$ cat config.mk
export PLATFORM = sky130hd
export DESIGN_NAME = wb_stage
export DESIGN_NICKNAME = d
export VERILOG_FILES = /design/src/rtl/wb_pkg.sv /design/src/rtl/wb_rr_arb.sv /design/src/rtl/wb_stage.sv
export SDC_FILE = /design/constraint.sdc
export NUM_CORES = 1
export LEC_CHECK = 0
export BUFFER_PORTS_ARGS = -buffer_cell sky130_fd_sc_hd__buf_2
export CAP_MARGIN = 20
export CORE_AREA = 2 2 152 154
export CTS_BUF_LIST = sky130_fd_sc_hd__clkbuf_4
export DETAILED_ROUTE_END_ITERATION = 8
export DIE_AREA = 0 0 154 156
export GPL_ROUTABILITY_DRIVEN = 0
export GPL_TIMING_DRIVEN = 1
export HOLD_SLACK_MARGIN = 0.05
export PLACE_DENSITY_LB_ADDON = 0.08
export SLEW_MARGIN = 20
export SYNTH_ARGS = -nofsm -noshare
export SYNTH_HDL_FRONTEND = slang
export SYNTH_SLANG_ARGS = --single-unit
$ cat constraint.sdc
create_clock -name clk -period 3.18 [get_ports clk]
set_clock_uncertainty 0.05 [all_clocks]
set_input_delay 0.159 -clock clk [delete_from_list [all_inputs] [get_ports clk]]
set_output_delay 0.159 -clock clk [all_outputs]
set_load 0.005 [all_outputs]
$ cat src/rtl/wb_pkg.sv
// Shared widths, result-entry type and arbiter pointer encoding for the writeback stage.
package wb_pkg;

    localparam int XLEN = 64;
    localparam int AW   = 5;

    typedef struct packed {
        logic [AW-1:0]   rd;
        logic [XLEN-1:0] data;
    } wb_entry_t;

    typedef enum logic {
        RR_ALU = 1'b0,
        RR_LSU = 1'b1
    } rr_sel_e;

endpackage

$ cat src/rtl/wb_rr_arb.sv
// Two-request round-robin arbiter; req[0]/gnt[0] = ALU, req[1]/gnt[1] = LSU.
module wb_rr_arb
    import wb_pkg::*;
(
    input  logic       clk,
    input  logic       rst,
    input  logic [1:0] req,
    output logic [1:0] gnt
);

    rr_sel_e rr_q;
    rr_sel_e rr_d;

    // The pointer only advances when both channels compete.
    always_comb begin
        gnt  = '0;
        rr_d = rr_q;
        case (req)
            2'b01: gnt = 2'b01;
            2'b10: gnt = 2'b10;
            2'b11: begin
                gnt  = (rr_q == RR_LSU) ? 2'b10 : 2'b01;
                rr_d = (rr_q == RR_ALU) ? RR_LSU : RR_ALU;
            end
            default: gnt = '0;
        endcase
    end

    always_ff @(posedge clk) begin
        if (rst) begin
            rr_q <= RR_ALU;
        end else begin
            rr_q <= rr_d;
        end
    end

endmodule

$ cat src/rtl/wb_stage.sv
// Writeback stage: arbitrates ALU/LSU results into a one-entry staging register driving the regfile.
// Optional macro WB_BYPASS_EN adds read-address bypass from the staged write.
module wb_stage
    import wb_pkg::*;
#(
    parameter int XLEN = wb_pkg::XLEN,
    parameter int AW   = wb_pkg::AW
) (
    input  logic            clk,
    input  logic            rst,
    input  logic            alu_valid,
    output logic            alu_ready,
    input  logic [AW-1:0]   alu_rd,
    input  logic [XLEN-1:0] alu_data,
    input  logic            lsu_valid,
    output logic            lsu_ready,
    input  logic [AW-1:0]   lsu_rd,
    input  logic [XLEN-1:0] lsu_data,
    output logic            we,
    output logic [AW-1:0]   waddr,
    output logic [XLEN-1:0] wdata,
    input  logic [AW-1:0]   raddr1,
    input  logic [AW-1:0]   raddr2,
    output logic            byp1_hit,
    output logic [XLEN-1:0] byp1_data,
    output logic            byp2_hit,
    output logic [XLEN-1:0] byp2_data,
    output logic [31:0]     wb_count
);

    logic [1:0]      req;
    logic [1:0]      gnt;
    logic            stg_v_q,    stg_v_d;
    logic [AW-1:0]   stg_rd_q,   stg_rd_d;
    logic [XLEN-1:0] stg_data_q, stg_data_d;
    logic [31:0]     wb_count_q, wb_count_d;

    // Requests are masked during reset so neither ready can rise.
    assign req = {lsu_valid, alu_valid} & {2{~rst}};

    wb_rr_arb u_arb (
        .clk (clk),
        .rst (rst),
        .req (req),
        .gnt (gnt)
    );

    assign alu_ready = gnt[0];
    assign lsu_ready = gnt[1];

    always_comb begin
        stg_v_d    = |gnt;
        stg_rd_d   = stg_rd_q;
        stg_data_d = stg_data_q;
        if (gnt[0]) begin
            stg_rd_d   = alu_rd;
            stg_data_d = alu_data;
        end else if (gnt[1]) begin
            stg_rd_d   = lsu_rd;
            stg_data_d = lsu_data;
        end
    end

    assign we    = stg_v_q && (stg_rd_q != '0);
    assign waddr = stg_rd_q;
    assign wdata = stg_data_q;

    always_comb begin
        wb_count_d = wb_count_q + {31'd0, we};
    end

    always_ff @(posedge clk) begin
        if (rst) begin
            stg_v_q    <= 1'b0;
            stg_rd_q   <= '0;
            stg_data_q <= '0;
            wb_count_q <= '0;
        end else begin
            stg_v_q    <= stg_v_d;
            stg_rd_q   <= stg_rd_d;
            stg_data_q <= stg_data_d;
            wb_count_q <= wb_count_d;
        end
    end

    assign wb_count = wb_count_q;

`ifdef WB_BYPASS_EN
    assign byp1_hit  = we && (raddr1 == waddr);
    assign byp2_hit  = we && (raddr2 == waddr);
    assign byp1_data = byp1_hit ? wdata : '0;
    assign byp2_data = byp2_hit ? wdata : '0;
`else
    logic unused_raddr;
    assign unused_raddr = ^{raddr1, raddr2};
    assign byp1_hit  = 1'b0;
    assign byp2_hit  = 1'b0;
    assign byp1_data = '0;
    assign byp2_data = '0;
`endif

endmodule

==> impl_metrics.ini <==
[run_status]
status = complete, no violations

[synth]
netlist_area_um2 = 5510
ys_types = 35
synth_edf_count = 0
ys_ff_latch = 103
yosysTopAreaCellShare_pct = 37.4
async_flop_share_pct = 0
synth_area_per_cell_um2 = 8.81
synthTopCellsByCount = 131 x buf_4, 103 x dfxtp_1, 69 x mux2i_1
yosysSeqAreaShare_pct = 37.4
synth_cells = 625
yosys-top-cells-area = dfxtp_1 37%, buf_4 18%, mux2i_1 13%
post-synth-top-count-cell = buf_4
yosys_warnings = 0
synth_top_area_cell = dfxtp_1
synth-main-ff-cell = dfxtp_1

[drt]
wl_per_cell_um = 13.3
wirelength_um = 17000
dr_total_vias = 5343
drt-initial-drc-count = 202
drcViolationCount = 0
ant_nets = 0
viasPerCell = 4.18
firstDrtPassIters = 4

[clock_tree]
cts_tree = yes
htree_num_levels = 3
clk-insertion-delay-late_ns = 0.47
clk_transition_reported_paths_ns = 0.16
root_buffer = clkbuf_4
cts_buffers = 9
post_cts_resized = 0
clockBufferDepth = 2
clock_sinks = 103

[sta]
post-route-min-period_ns = 2.48
fin_ws_ns = 0.699
hold_viol_final = 0
setup_violations = 0
rsz0062_at_grt = no
fin_setup_tns_ns = 0
tightest_slew_ns = 0.646
drv_slew = 0
fmax_ghz = 0.403
finalCritPeriodShare_pct = 78.0
relSlewSlack_pct = 56.9

[worst_hold_path]
min_from = rst
whs_path_depth = 5
hold_class = in -> reg

[floorplanning]
initial_core_util_pct = 24.6
io_pins = 386
die_w_um = 154
die-area_um2 = 24000
die_h_um = 156
core_area_um2 = 22400
placementRows = 55

[setup_path]
crit_type = reg -> reg
cp.required_ns = 3.48
start_kind = register
arrival_ns = 2.78
crit_fanout = 6
reg2reg_from = waddr[0]$_SDFFE_PP0P_
startpoint = waddr[0]$_SDFFE_PP0P_
cp-end-kind = register
r2r_cells = 8

[power]
ir_drop_mv = 0.198
p_leak_nw = 3.70
power_w = 0.00268
powerDensity_nw_per_um2 = 332

[grt]
grt_max_degree = 71
grt_pass1_wl_um = 26100
use_met1_pct = 15.3
grt_use_met2_pct = 24.6
grt-ovfl-total = 0
grt_use_total_pct = 13.6
antenna_found_initial = 0
grtUsageMet3_pct = 5.28
grt.busiest_layer = met2
first_global_vias = 5040

[job]
cap_violations = 0

[place]
dpl_worst_slack_ns = 0.667
hpwl_um = 12000
port_buffers = 245

[final_layout]
syn2layout_area_growth_pct = 46.3
diodes = 0
fin_nets = 1143
drive_gt1_share_pct = 27.7
[per-layer routing]
layer	vias to the layer above	part of all wire [%]
li1	2675	-
met1	2461	41
met2	197	51
met3	10	7.8
met4	0	0.77
met5	-	0
[through the flow]
step	utilization, %	cells	area (um2)	hold slack, ns
2_1_floorplan	-	754	5990	0.293
3_3_place_gp	29.2	1123	6530	0.391
3_5_place_dp	29.2	1123	6530	0.394
4_1_cts	36.0	1279	8060	0.190
5_1_grt	36.0	1279	8060	0.221
6_report	36.0	1279	8060	0.239
[repair_timing]
| item | 4_1_cts | 5_1_grt |
|---|---|---|
| setup buffers | 0 | 0 |
| endpoints found under the setup margin | 0 | 0 |
| hold buffers | 140 | 0 |
| endpoints found under the hold margin | 70 | 0 |
[flip-flops by register name (all words and copies together) (netlist names)]
| name | count |
|---|---|
| wdata | 64 |
| wb_count | 32 |
| waddr | 5 |
| stg_v_q | 1 |
| u_arb.rr_q | 1 |
[layout make-up]
class                      instances  area, um2
timing repair buffer             391       2690
multi-input combinational        480       2810
inverter                           4       15.0
fill                            2341      14300
clock buffer                       9       67.6
sequential                       103       2060
tap                              285        357
clock inverter                     7       63.8
[cell families after synthesis]
kind of cell / synth area share [%]
AOI/OAI and AO/OA: 10.8
muxes: 12.9
buffers and inverters: 20.9
and+or+nand+nor: 15.3
xor gates and xnor gates: 2.07
adders and majority gates: 0.454
DFF: 37.4
other: 0.0681
[cells in the final DEF, fill, tap and decap left out, drive strengths merged, types with 16 or more instances in the layout]
master | netlist | layout
o21ai | 63 | 63
conb | 1 | 130
buf | 144 | 251
mux2i | 69 | 69
nor2 | 29 | 29
dlygate4sd3 | 0 | 140
dfxtp | 103 | 103
nand3 | 63 | 63
a21oi | 16 | 16
[report_power, final]
| group | internal [W] | switching (W) |
|---|---|---|
| combinational | 0.000332 | 0.000266 |
| sequential | 0.00136 | 0.0000375 |
| clock | 0.000177 | 0.000502 |
[final timing paths]
| path | to | slack [ns] |
|---|---|---|
| max | wb_count[14]$_SDFF_PP0_ | 0.70 |
| min | stg_v_q$_SDFF_PP0_ | 0.24 |
| max reg2reg | wb_count[14]$_SDFF_PP0_ | 0.70 |
| min reg2reg | wdata[40]$_SDFFE_PP0P_ | 0.43 |
[worst max-delay path, stage by stage (launching register included)]
cell	delay (ns)
dfxtp_1	0.35
or4_1	0.56
o21a_1	0.22
ha_1	0.24
ha_1	0.25
and3_1	0.29
nand4_1	0.22
or3_1	0.13
a21oi_1	0.06
Power figures use the tool's default switching activity.
